==> config.mk <==
export PLATFORM = sky130hd
export DESIGN_NAME = i2c_regif_slave_flat
export DESIGN_NICKNAME = d
export VERILOG_FILES = /design/src/rtl/i2c_pkg.sv /design/src/rtl/i2c_regif_slave_if.sv /design/src/rtl/i2c_bus_sync.sv /design/src/rtl/i2c_regif_slave.sv /design/src/flat_wrapper.sv
export SDC_FILE = /design/constraint.sdc
export NUM_CORES = 1
export LEC_CHECK = 0
export CAP_MARGIN = 20
export CORE_MARGIN = 2
export CORE_UTILIZATION = 51
export CTS_BUF_LIST = sky130_fd_sc_hd__clkbuf_4
export DETAILED_ROUTE_END_ITERATION = 8
export PLACE_DENSITY_LB_ADDON = 0.2
export SETUP_SLACK_MARGIN = 0.15
export SYNTH_ARGS = -nofsm -noshare
export SYNTH_HDL_FRONTEND = slang
export SYNTH_HIERARCHICAL = 1
export SYNTH_SLANG_ARGS = --single-unit
export TNS_END_PERCENT = 5
==> constraint.sdc <==
create_clock -name clk -period 2.2 [get_ports clk]
set_clock_uncertainty 0.05 [all_clocks]
set_input_delay 0.22 -clock clk [delete_from_list [all_inputs] [get_ports clk]]
set_output_delay 0.22 -clock clk [all_outputs]
set_load 0.03 [all_outputs]
==> src/rtl/i2c_pkg.sv <==
// Shared I2C slave types: FSM states, bus event bundle, bit constants.
// Imported by the sync front-end, the interface users and the top.
package i2c_pkg;

  typedef enum logic [3:0] {
    ST_IDLE,
    ST_ADDR,
    ST_ADDR_ACK,
    ST_PTR,
    ST_PTR_ACK,
    ST_WR_DATA,
    ST_WR_ACK,
    ST_RD_DATA,
    ST_RD_ACK,
    ST_IGNORE
  } i2c_state_t;

  typedef struct packed {
    logic scl_rise;
    logic scl_fall;
    logic start;
    logic stop;
    logic sda;
  } i2c_ev_t;

  localparam logic I2C_ACK  = 1'b0;
  localparam logic I2C_NACK = 1'b1;
  localparam logic I2C_WR   = 1'b0;
  localparam logic I2C_RD   = 1'b1;

  localparam logic [6:0] I2C_DEF_ADDR = 7'h50;

endpackage

==> src/rtl/i2c_regif_slave_if.sv <==
// Pad + REG_BL side bundle of the I2C register slave.
// slave: DUT view; master: pads/register-block view.
interface i2c_regif_slave_if;
  logic       scl_i;
  logic       sda_i;
  logic       sda_oe;
  logic       we;
  logic [7:0] DI;
  logic [7:0] Adr_wr;
  logic [7:0] Adr_rd;
  logic [7:0] dat_REG;
  logic       busy;

  modport slave (
    input  scl_i, sda_i, dat_REG,
    output sda_oe, we, DI, Adr_wr, Adr_rd, busy
  );

  modport master (
    output scl_i, sda_i, dat_REG,
    input  sda_oe, we, DI, Adr_wr, Adr_rd, busy
  );
endinterface

==> src/rtl/i2c_bus_sync.sv <==
// SCL/SDA synchronizers with registered edge, START and STOP pulses.
// In: clk, rst_n, scl_i, sda_i. Out: ev (pulses + aligned SDA level).
module i2c_bus_sync
  import i2c_pkg::*;
#(
  parameter int SYNC_STAGES = 2
) (
  input  logic    clk,
  input  logic    rst_n,
  input  logic    scl_i,
  input  logic    sda_i,
  output i2c_ev_t ev
);

  logic [SYNC_STAGES-1:0] scl_sr;
  logic [SYNC_STAGES-1:0] sda_sr;
  logic scl_s, sda_s;
  logic scl_q, sda_q;

  assign scl_s = scl_sr[SYNC_STAGES-1];
  assign sda_s = sda_sr[SYNC_STAGES-1];

  // Idle bus is high: reset to 1 so release
  // of reset never fakes an edge.
  always_ff @(posedge clk or negedge rst_n) begin
    if (!rst_n) begin
      scl_sr <= '1;
      sda_sr <= '1;
      scl_q  <= 1'b1;
      sda_q  <= 1'b1;
      ev     <= '0;
      ev.sda <= 1'b1;
    end else begin
      scl_sr <= {scl_sr[SYNC_STAGES-2:0], scl_i};
      sda_sr <= {sda_sr[SYNC_STAGES-2:0], sda_i};
      scl_q  <= scl_s;
      sda_q  <= sda_s;
      ev.scl_rise <= scl_s & ~scl_q;
      ev.scl_fall <= ~scl_s & scl_q;
      ev.start    <= scl_s & scl_q & sda_q & ~sda_s;
      ev.stop     <= scl_s & scl_q & ~sda_q & sda_s;
      ev.sda      <= sda_s;
    end
  end

endmodule

==> src/rtl/i2c_regif_slave.sv <==
// I2C slave mapping bus transfers onto a 256x8 register block.
// Ports: clk, rst_n, bus (scl/sda pads, REG_BL write/read, busy).
module i2c_regif_slave
  import i2c_pkg::*;
#(
  parameter logic [6:0] SLAVE_ADDR  = I2C_DEF_ADDR,
  parameter int         SYNC_STAGES = 2
) (
  input logic              clk,
  input logic              rst_n,
  i2c_regif_slave_if.slave bus
);

  i2c_ev_t    ev;
  i2c_state_t state;
  logic [7:0] shreg;
  logic [7:0] ptr;
  logic [7:0] adr_wr_q;
  logic [7:0] di_q;
  logic [2:0] bit_cnt;
  logic       we_q;
  logic       sda_oe_q;
  logic       busy_q;
  logic [7:0] rx_byte;
  logic       last_bit;

  i2c_bus_sync #(
    .SYNC_STAGES(SYNC_STAGES)
  ) u_sync (
    .clk  (clk),
    .rst_n(rst_n),
    .scl_i(bus.scl_i),
    .sda_i(bus.sda_i),
    .ev   (ev)
  );

  assign rx_byte  = {shreg[6:0], ev.sda};
  assign last_bit = (bit_cnt == 3'd7);

  assign bus.sda_oe = sda_oe_q;
  assign bus.we     = we_q;
  assign bus.DI     = di_q;
  assign bus.Adr_wr = adr_wr_q;
  assign bus.Adr_rd = ptr;
  assign bus.busy   = busy_q;

  always_ff @(posedge clk or negedge rst_n) begin
    if (!rst_n) begin
      state    <= ST_IDLE;
      shreg    <= '0;
      bit_cnt  <= '0;
      ptr      <= '0;
      adr_wr_q <= '0;
      di_q     <= '0;
      we_q     <= 1'b0;
      sda_oe_q <= 1'b0;
      busy_q   <= 1'b0;
    end else begin
      we_q <= 1'b0;
      // Post-write increment, one clk after the strobe.
      if (we_q) ptr <= ptr + 8'd1;
      if (ev.stop) begin
        state    <= ST_IDLE;
        sda_oe_q <= 1'b0;
        busy_q   <= 1'b0;
      end else if (ev.start) begin
        state    <= ST_ADDR;
        bit_cnt  <= '0;
        sda_oe_q <= 1'b0;
      end else if (ev.scl_rise) begin
        unique case (state)
          ST_ADDR: begin
            shreg   <= rx_byte;
            bit_cnt <= bit_cnt + 3'd1;
            if (last_bit) begin
              if (rx_byte[7:1] == SLAVE_ADDR) begin
                state  <= ST_ADDR_ACK;
                busy_q <= 1'b1;
              end else begin
                state  <= ST_IGNORE;
                busy_q <= 1'b0;
              end
            end
          end
          ST_PTR: begin
            shreg   <= rx_byte;
            bit_cnt <= bit_cnt + 3'd1;
            if (last_bit) begin
              ptr   <= rx_byte;
              state <= ST_PTR_ACK;
            end
          end
          ST_WR_DATA: begin
            shreg   <= rx_byte;
            bit_cnt <= bit_cnt + 3'd1;
            if (last_bit) begin
              we_q     <= 1'b1;
              adr_wr_q <= ptr;
              di_q     <= rx_byte;
              state    <= ST_WR_ACK;
            end
          end
          ST_RD_ACK: begin
            if (ev.sda == I2C_NACK) state <= ST_IGNORE;
          end
          default: ;
        endcase
      end else if (ev.scl_fall) begin
        unique case (state)
          // bit_cnt 0: 8th fall, drive ACK.
          // bit_cnt 1: 9th fall, release and move on.
          ST_ADDR_ACK, ST_PTR_ACK, ST_WR_ACK: begin
            if (bit_cnt == 3'd0) begin
              sda_oe_q <= ~I2C_ACK;
              bit_cnt  <= 3'd1;
            end else begin
              sda_oe_q <= 1'b0;
              bit_cnt  <= 3'd0;
              if (state != ST_ADDR_ACK) begin
                state <= ST_WR_DATA;
              end else if (shreg[0] == I2C_WR) begin
                state <= ST_PTR;
              end else begin
                shreg    <= bus.dat_REG;
                ptr      <= ptr + 8'd1;
                sda_oe_q <= ~bus.dat_REG[7];
                state    <= ST_RD_DATA;
              end
            end
          end
          ST_RD_DATA: begin
            if (last_bit) begin
              sda_oe_q <= 1'b0;
              bit_cnt  <= 3'd0;
              state    <= ST_RD_ACK;
            end else begin
              sda_oe_q <= ~shreg[6];
              shreg    <= {shreg[6:0], 1'b0};
              bit_cnt  <= bit_cnt + 3'd1;
            end
          end
          // Only reached after a master ACK.
          ST_RD_ACK: begin
            shreg    <= bus.dat_REG;
            ptr      <= ptr + 8'd1;
            sda_oe_q <= ~bus.dat_REG[7];
            bit_cnt  <= 3'd0;
            state    <= ST_RD_DATA;
          end
          default: ;
        endcase
      end
    end
  end

endmodule
==> src/flat_wrapper.sv <==
// flat-port wrapper written by rule: the top's interface ports become plain ports
module i2c_regif_slave_flat import i2c_pkg::*;
#(
  parameter logic [6:0] SLAVE_ADDR  = I2C_DEF_ADDR,
  parameter int         SYNC_STAGES = 2
)
  (clk, rst_n, bus_scl_i, bus_sda_i, bus_dat_REG, bus_sda_oe, bus_we, bus_DI, bus_Adr_wr, bus_Adr_rd, bus_busy);
  i2c_regif_slave_if bus_i ();
  input logic clk;
  input logic rst_n;
  input wire logic [$bits(bus_i.scl_i)-1:0] bus_scl_i;
  input wire logic [$bits(bus_i.sda_i)-1:0] bus_sda_i;
  input wire logic [$bits(bus_i.dat_REG)-1:0] bus_dat_REG;
  output wire logic [$bits(bus_i.sda_oe)-1:0] bus_sda_oe;
  output wire logic [$bits(bus_i.we)-1:0] bus_we;
  output wire logic [$bits(bus_i.DI)-1:0] bus_DI;
  output wire logic [$bits(bus_i.Adr_wr)-1:0] bus_Adr_wr;
  output wire logic [$bits(bus_i.Adr_rd)-1:0] bus_Adr_rd;
  output wire logic [$bits(bus_i.busy)-1:0] bus_busy;
  assign bus_i.scl_i = bus_scl_i;
  assign bus_i.sda_i = bus_sda_i;
  assign bus_i.dat_REG = bus_dat_REG;
  assign bus_sda_oe = bus_i.sda_oe;
  assign bus_we = bus_i.we;
  assign bus_DI = bus_i.DI;
  assign bus_Adr_wr = bus_i.Adr_wr;
  assign bus_Adr_rd = bus_i.Adr_rd;
  assign bus_busy = bus_i.busy;
  i2c_regif_slave #(.SLAVE_ADDR(SLAVE_ADDR), .SYNC_STAGES(SYNC_STAGES)) u_core (.clk(clk), .rst_n(rst_n), .bus(bus_i));
endmodule
==> flow_summary.ini, run 1 <==
[status]
status = completed

[critical_path]
max_stage_delay_ns = 0.51
worstPathRequired_ns = 2.39
end_kind = register
critPathKind = register to register
path_max_fanout = 18
cpMaxStageDelayCell = dfrtp_2
worstSetupStartpointType = register
cp.arrival_ns = 2.29
crit_chain = buf_4 > and2b_2 > nand2_1 > nor2_2 > nand3_4 > mux2_1

[placed_design]
portBuffers = 38
pre_cts_ws_ns = 0.0415
place_area_sq_mm = 0.00349
gp_congestion = 0.951
hpwl_mm = 5.08

[cts]
cts_tree = built
clk_path_buf_depth = 2
cts.htree.levels = 2
cts_root_buffer = clkbuf_4
cts_inserted_buffers = 5
clk_pin_slew_ns = 0.15
cts_sinks = 51
clock_latency_ns = 0.36

[grt]
antenna_found_initial = 0
grt_pass1_wl_mm = 11.5
grt-ovfl-total = 0
grt_max_degree = 52
grt_pass1_vias = 2277
grt_util_all_layers_pct = 23.8

[floorplan]
die_y_um = 78.9
die_w_um = 78.9
core_area_sq_mm = 0.00547
rows = 27
dieArea_sq_mm = 0.00623
start_util_pct = 52.3
io_pins = 39

[layout]
design_area_sq_mm = 0.00366
layout.nets = 364
n_antenna_cell = 0
layout-drive-gt1-share_pct = 23.0
syn2layout_area_growth_pct = 27.8
final_core_util_pct = 66.9

[timing]
min_period_ns = 2.09
setup_ws_ns = 0.106
setup_viol = 0
rsz0062_at_grt = true
timing.fmax_ghz = 0.478
drv_slew = 0
layout_worst_path_cycle_share_pct = 95.2
worst_pin_slew_ns = 0.628
max_slew_margin_pct = 58.1
hold_violations = 0
tns_ns = 0

[logic_synthesis]
synth_common_cells = dfrtp_1, nand2_1, mux2_1
yosys.area.top_type_share_pct = 39.3
post-synth-top-count-cell = dfrtp_1
synth_area_sq_mm = 0.00286
ys_top_cells_by_area = dfrtp_1, mux2_1, dfstp_2
syn-num-nets = 294
yosysUniqueCellTypes = 65
synthFlopType = dfrtp_1
yosysTopAreaCell = dfrtp_1
ys_ff_latch = 51
yosysWarnings = 6
netlist_instances = 278
seq_area_frac_synth_pct = 44.8
async_flop_share_pct = 100
syn_avg_cell_area_sq_um = 10.3
synth-edff-count = 0

[flow_run]
maxCapViolCount = 0

[route]
viasPerCell = 5.94
drt_first_pass_iters = 5
wirelength_mm = 7.19
drt_iter0_markers = 289
wl_per_cell_um = 17.1
drc_errors = 0
vias = 2493
drtAntennaViolNets = 0

[pwr]
power_per_cell_area_mw_per_mm2 = 785
p_total_mw = 2.87
p_leak_nw = 1.62
ir_drop_uv = 415

[min_path]
hold_path_class = input port to register
-- area by class of cell --
type                            count  area [sq um]
Inverter                            6          22.5
Tap cell                           72          90.1
Clock buffer                        5          37.5
Clock inverter                      2          12.5
Fill cell                         438          1810
Timing Repair Buffer               81           701
Sequential cell                    51          1290
Multi-Input combinational cell    203          1510
-- layer usage --
metal	vias up	GRT usage, %	wire length [um]
li1	1169	-	-
met3	14	3.98	503
met2	108	36.5	3360
met5	-	0	0
met4	0	5.34	93
met1	1202	35.5	3240
-- worst max-delay path, delay by kind of cell (launching register included) --
kind	cells	cell delay (ns)
buffers and inverters	1	0.18
multiplexers	1	0.41
AND/OR/NAND/NOR	4	0.80
flip-flops	1	0.51
-- where the power goes --
part           switching (mW)  internal, mW  leakage [nW]
combinational           0.643         0.554         0.927
clock                   0.288         0.120        0.0291
sequential              0.199          1.07         0.661
total                    1.13          1.74          1.62
-- cell families after synthesis --
| group | Yosys count | synth area share, % |
|---|---|---|
| muxes | 28 | 10.8 |
| DFF | 51 | 44.8 |
| buffers and inverters | 24 | 3.76 |
| xor gates and xnor gates | 9 | 2.75 |
| adders and majority gates | 4 | 1.75 |
| and+or+nand+nor | 95 | 18.7 |
| AOI/OAI and AO/OA | 67 | 17.4 |
-- through the flow --
stage | hold slack (ns) | instances
4_1_cts | 0.192 | 411
6_report | 0.214 | 420
5_1_grt | 0.176 | 420
3_5_place_dp | 0.298 | 403
3_3_place_gp | 0.301 | 403
2_1_floorplan | -0.126 | 278
-- state kept, by name (all words and copies together) (netlist names), 2 cells and up --
| signal | flops |
|---|---|
| u_core/u_sync/ev | 5 |
| u_core/bus.DI | 8 |
| u_core/u_sync/scl_sr | 2 |
| u_core/bus.Adr_rd | 8 |
| u_core/shreg | 7 |
| u_core/state | 4 |
| u_core/bit_cnt | 3 |
| u_core/bus.Adr_wr | 8 |
| u_core/u_sync/sda_sr | 2 |
-- path summary, 6_finish.rpt --
path | cells past startpoint | to | from | slack, ns
max | 6 | u_core/bus.DI[0] | u_core/state[3] | 0.11
min | 1 | u_core/u_sync/sda_sr[0] | bus_sda_i | 0.21
max reg2reg | 6 | u_core/bus.DI[0] | u_core/state[3] | 0.11
min reg2reg | 0 | u_core/u_sync/scl_sr[1] | u_core/u_sync/scl_sr[0] | 0.32
max in group asynchronous | 3 | u_core/bus.sda_oe | rst_n | 1.24
min in group asynchronous | 3 | u_core/bus.busy | rst_n | 0.40
-- timing repair --
item / CTS / global route
endpoints found under the hold margin: 45 / 0
hold buffers: 1 / 0
setup buffers: 0 / 9
gates resized for setup: 3 / 8
endpoints found under the setup margin: 28 / 21
pin swaps: 0 / 1
-- cells in the final DEF (no fill, tap or decap), drive strengths merged, types with 2 or more instances in the layout --
cell	Yosys	routed
o221ai	3	3
clkdlybuf4s50	0	37
and4b	2	2
nand4	4	4
a22o	5	5
nor2b	4	4
o2111ai	2	2
a21oi	9	9
a22oi	2	2
nand3	14	14
ha	4	4
nor3	8	8
dfstp	6	6
o21ai	14	14
mux2i	4	4
a31oi	3	3
buf	8	43
o2bb2ai	3	3
inv	6	7
nor4	3	3
nor2	17	17
xor2	4	4
o311ai	3	3
or3	4	4
xnor2	5	5
clkbuf	10	5
nand2b	8	8
and3	3	3
dfrtp	45	45
nand2	23	23
o31ai	2	2
o211ai	4	4
o21a	2	2
mux2	24	24
(Power assumes the default switching activity.)
==> run 2, diff against run 1 <==
- PLACE_DENSITY: unset -> 0.79
- PLACE_DENSITY_LB_ADDON: 0.2 -> unset
- TNS_END_PERCENT: 5 -> unset
==> run 2 against run 1 <==
Sequential share of layout area decreased by 1.9 points. Via count is 6.6% higher. Largest power group is now combinational logic. Total power increased by 8.2%. Fmax up 1.0%. Largest cell class unchanged.
==> flow_summary.ini, run 2 (synthesis gave the netlist of run 1 again) <==
[status]
status = completed

[route]
wl_per_cell_um = 18.3
drc_errors = 0
wirelength_mm = 7.87
drt_iter0_markers = 394
drtAntennaViolNets = 0
vias = 2657
viasPerCell = 6.16
drt_first_pass_iters = 5

[critical_path]
worstSetupStartpointType = register
path_max_fanout = 6
r2r_cells = 8
end_kind = register
endpoint = u_core/bus.Adr_rd[3]
r2r_end = u_core/bus.Adr_rd[3]
cp.arrival_ns = 2.30
worstPathRequired_ns = 2.42
critPathKind = register to register
worstSetupStartpoint = u_core/state[2]
r2r_slack_ns = 0.13
r2r-start = u_core/state[2]

[pwr]
p_int_mw = 1.88
pwr-share-comb_pct = 45.2
p_leak_nw = 1.71
p_sw_mw = 1.23
clock_power_share_pct = 13.9
ir_drop_uv = 454
power_per_cell_area_mw_per_mm2 = 802
seqPwrFrac_pct = 41.0
sw_frac_of_total_pct = 39.6

[layout]
fillers = 386
final_cell_mix = buf_4, dfrtp_1, clkdlybuf4s50_1, nand2_1, mux2_1
layout.nets = 374
n_antenna_cell = 0
layout-drive-gt1-share_pct = 31.2
register_area_sq_mm = 0.00129
final_core_util_pct = 70.8
syn2layout_area_growth_pct = 35.3
multi_input_area_sq_mm = 0.00162
final_common_cell = buf_4

[timing]
max_slew_margin_pct = 75.1
tns_ns = 0
drv_slew = 0
setup_viol = 0
timing.fmax_ghz = 0.482
worst_pin_slew_ns = 0.373
min_period_ns = 2.07
rsz0062_at_grt = true
hold_violations = 0
layout_worst_path_cycle_share_pct = 94.2

[grt]
grt-ovfl-total = 0
grt_pass1_wl_mm = 12.3
grt_util_all_layers_pct = 25.3
grt_max_degree = 28
grt_pass1_vias = 2470
antenna_found_initial = 0

[cts]
clk_pin_slew_ns = 0.15
cts_inserted_buffers = 5
cts_sinks = 51
clock_latency_ns = 0.37
clk_path_buf_depth = 2
cts_root_buffer = clkbuf_4
cts.htree.levels = 2
cts_tree = built

[placed_design]
hpwl_mm = 5.35
portBuffers = 38
gp_congestion = 0.966

[min_path]
hold_path_class = input port to async pin

[floorplan]
die_w_um = 78.9
die_y_um = 78.9
io_pins = 39
core_area_sq_mm = 0.00547
start_util_pct = 52.3
dieArea_sq_mm = 0.00623
rows = 27

[flow_run]
maxCapViolCount = 0
run 2: cell types whose count changed in the layout (fill, tap and decap cells not counted), moves of 2 or more:
cell	previous run	this run
buf_4	42	47
buf_6	0	3
dfrtp_1	41	39
dfrtp_2	4	6
mux2_1	21	15
mux2_4	0	6
nand2_1	23	21
nor2_1	15	13
o2111ai_1	2	0
o2111ai_2	0	2
run 2: how the worst min path moves through the flow:
stage                    from                      end  slack, ns  cells past startpoint
global route        bus_sda_i  u_core/u_sync/sda_sr[0]       0.18                      1
global placement        rst_n        u_core/bit_cnt[0]       0.08                      1
finish                  rst_n      u_core/u_sync/ev[2]       0.21                      2
floorplan               rst_n        u_core/bit_cnt[0]      -0.13                      0
detailed placement      rst_n        u_core/bit_cnt[0]       0.08                      1
CTS                 bus_scl_i  u_core/u_sync/scl_sr[0]       0.20                      1
run 2: timing repair:
action,4_1_cts,5_1_grt
setup endpoints to repair,10,33
pin swaps,3,9
hold buffers,1,0
cloned,0,0
setup buffers,6,8
gates resized for setup,14,25
endpoints found under the hold margin,14,0
run 2: area by class of cell:
type	instances	share of cell area (%)
Multi-Input combinational cell	203	41.7
Sequential cell	51	33.3
Timing Repair Buffer	91	20.6
Tap cell	72	2.32
Clock buffer	6	1.16
Inverter	6	0.581
Clock inverter	2	0.323
run 2: critical path: stages (launching register included):
cell	delay (ns)
dfrtp_2	0.49
buf_4	0.19
nor2_4	0.15
buf_6	0.14
a32oi_2	0.07
nor3_4	0.28
o2111ai_2	0.17
xnor2_1	0.17
mux2_2	0.27
run 2: through the flow:
stage | hold WS [ns] | std cells | area (sq um) | power, mW | worst slack [ns]
3_3_place_gp | 0.0834 | 408 | 3530 | 2.35 | 0.0993
4_1_cts | 0.195 | 423 | 3700 | 2.90 | 0.129
5_1_grt | 0.180 | 431 | 3870 | 3.26 | 0.0750
6_report | 0.206 | 431 | 3870 | 3.11 | 0.127
2_1_floorplan | -0.126 | 278 | 2860 | 1.91 | 0.185
3_5_place_dp | 0.0845 | 408 | 3530 | 2.38 | 0.0527
run 2: power groups by stage:
stage	sequential (mW)	clock, mW	combinational [mW]
final	1.27	0.431	1.40
after global routing	1.29	0.474	1.50
after CTS	1.27	0.438	1.19
after detailed placement	1.28	0	1.10
after global placement	1.28	0	1.07
after floorplan	1.24	0	0.678
run 2: metal layers:
metal  wire (um)  part of all wire, %  track usage (%)
met5           0                    0                0
met1        3310                   42             37.1
met4         171                  2.2             7.24
met2        3780                   48             38.9
met3         614                  7.8             4.55
==> run 3, diff against run 2 <==
- CORE_MARGIN: 2 -> unset
==> run 3 against run 2 <==
Combinational power shrank 15%. Clock power is essentially flat. Count of clock-buffer cells in the layout shrank 1. Total power shrank 6.6%. Final cell count shrank 2.8%. Critical path type unchanged. Critical endpoint is now u_core/shreg[1]. Largest cell class unchanged.
==> flow_summary.ini, run 3 (synthesis gave the netlist of run 1 again) <==
[timing]
timing.fmax_ghz = 0.490
setup_viol = 0
layout_worst_path_cycle_share_pct = 92.8
max_slew_margin_pct = 45.6
drv_slew = 0
tns_ns = 0
rsz0062_at_grt = true
hold_violations = 0
min_period_ns = 2.04
worst_pin_slew_ns = 0.816

[floorplan]
die_w_um = 76.9
rows = 26
die_y_um = 76.9
io_pins = 39
start_util_pct = 54.3
dieArea_sq_mm = 0.00592
core_area_sq_mm = 0.00527

[placed_design]
portBuffers = 38
dp_cells = 405
hpwl_mm = 5.49
gp_congestion = 0.908

[route]
drtAntennaViolNets = 0
wl_per_cell_um = 18.5
viasPerCell = 6.26
wirelength_mm = 7.73
vias = 2621
drt_iter0_markers = 264
drc_errors = 0
drt_first_pass_iters = 5

[grt]
grt_max_degree = 37
grt_pass1_vias = 2564
grt-ovfl-total = 0
grt_util_all_layers_pct = 28.0
antenna_found_initial = 0
grt_pass1_wl_mm = 12.8

[critical_path]
worstPathRequired_ns = 2.41
worstSetupStartpointType = register
cpMaxStageDelayCell = dfrtp_2
path_max_fanout = 14
crit_chain = nand2b_1 > a2bb2oi_1 > o21ai_1 > and4_1 > a21boi_2 > buf_4 > mux2_1
max_stage_delay_ns = 0.54
critPathKind = register to register
cp.arrival_ns = 2.25
end_kind = register

[layout]
layout-drive-gt1-share_pct = 24.1
layout.nets = 364
final_cell_mix = buf_4, dfrtp_1, clkdlybuf4s50_1, nand2_1, mux2_1
n_antenna_cell = 0
final_common_cell = buf_4
final_core_util_pct = 69.7
fin_cells = 419
syn2layout_area_growth_pct = 28.2

[cts]
cts_inserted_buffers = 5
clk_path_buf_depth = 2
cts_sinks = 51
cts_root_buffer = clkbuf_4
clk_pin_slew_ns = 0.15
clock_latency_ns = 0.37
cts.htree.levels = 2
cts_tree = built

[status]
status = completed

[flow_run]
maxCapViolCount = 0

[pwr]
p_leak_nw = 1.62
power_per_cell_area_mw_per_mm2 = 790
ir_drop_uv = 481

[min_path]
hold_path_class = input port to register
-- run 3: cell types whose count changed in the layout (fill, tap and decap cells not counted), sizes merged --
cell,previous run,this run
inv,6,7
clkbuf,7,5
buf,52,43
-- run 3: metal layers --
layer  up-vias  wire, um  GRT usage, %
met5         -         0             0
met4         0       225          11.7
li1       1176         -             -
met1      1271      3380          37.6
met2       144      3640          43.5
met3        30       486          6.31
-- run 3: critical path: cells and delay by family (launching register included) --
kind | cells | cell delay, ns
compound gates | 3 | 0.43
flops | 1 | 0.54
simple gates | 2 | 0.41
buf+inv | 1 | 0.17
mux | 1 | 0.33
-- run 3: stage by stage --
| stage | area [sq um] | setup slack (ns) | hold WS, ns | total power [mW] |
|---|---|---|---|---|
| final | 3670 | 0.158 | 0.196 | 2.90 |
| after global routing | 3670 | 0.0553 | 0.162 | 3.08 |
| after CTS | 3590 | 0.160 | 0.181 | 2.82 |
| after detailed placement | 3520 | 0.0924 | 0.300 | 2.37 |
| after global placement | 3520 | 0.169 | 0.298 | 2.34 |
| after floorplan | 2860 | 0.185 | -0.126 | 1.91 |
-- run 3: power breakdown --
group | internal [mW] | switching [mW]
sequential | 1.07 | 0.211
clock | 0.124 | 0.309
combinational | 0.537 | 0.650
-- run 3: path summary, 6_finish.rpt --
| kind | start | end | slack, ns | depth (start not counted) |
|---|---|---|---|---|
| min in group asynchronous | rst_n | u_core/state[3] | 0.41 | 2 |
| max in group asynchronous | rst_n | u_core/bus.we | 1.04 | 3 |
| min | bus_sda_i | u_core/u_sync/sda_sr[0] | 0.20 | 1 |
| min reg2reg | u_core/u_sync/sda_sr[0] | u_core/u_sync/sda_sr[1] | 0.32 | 0 |
| max reg2reg | u_core/state[0] | u_core/shreg[1] | 0.16 | 7 |
| max | u_core/state[0] | u_core/shreg[1] | 0.16 | 7 |
-- run 3: final cells by class --
class | count | area (sq um)
clock inverter | 3 | 17.5
clock buffer | 5 | 37.5
timing repair buffer | 81 | 698
multi-input combinational | 203 | 1520
tap | 70 | 87.6
fill | 402 | 1600
sequential | 51 | 1290
inverter | 6 | 22.5
-- run 3: what timing repair did --
action | in CTS | in global routing
endpoints found under the setup margin | 10 | 15
hold buffers | 1 | 0
buffers inserted | 0 | 5
hold endpoints to repair | 28 | 0
gates resized for setup | 5 | 9
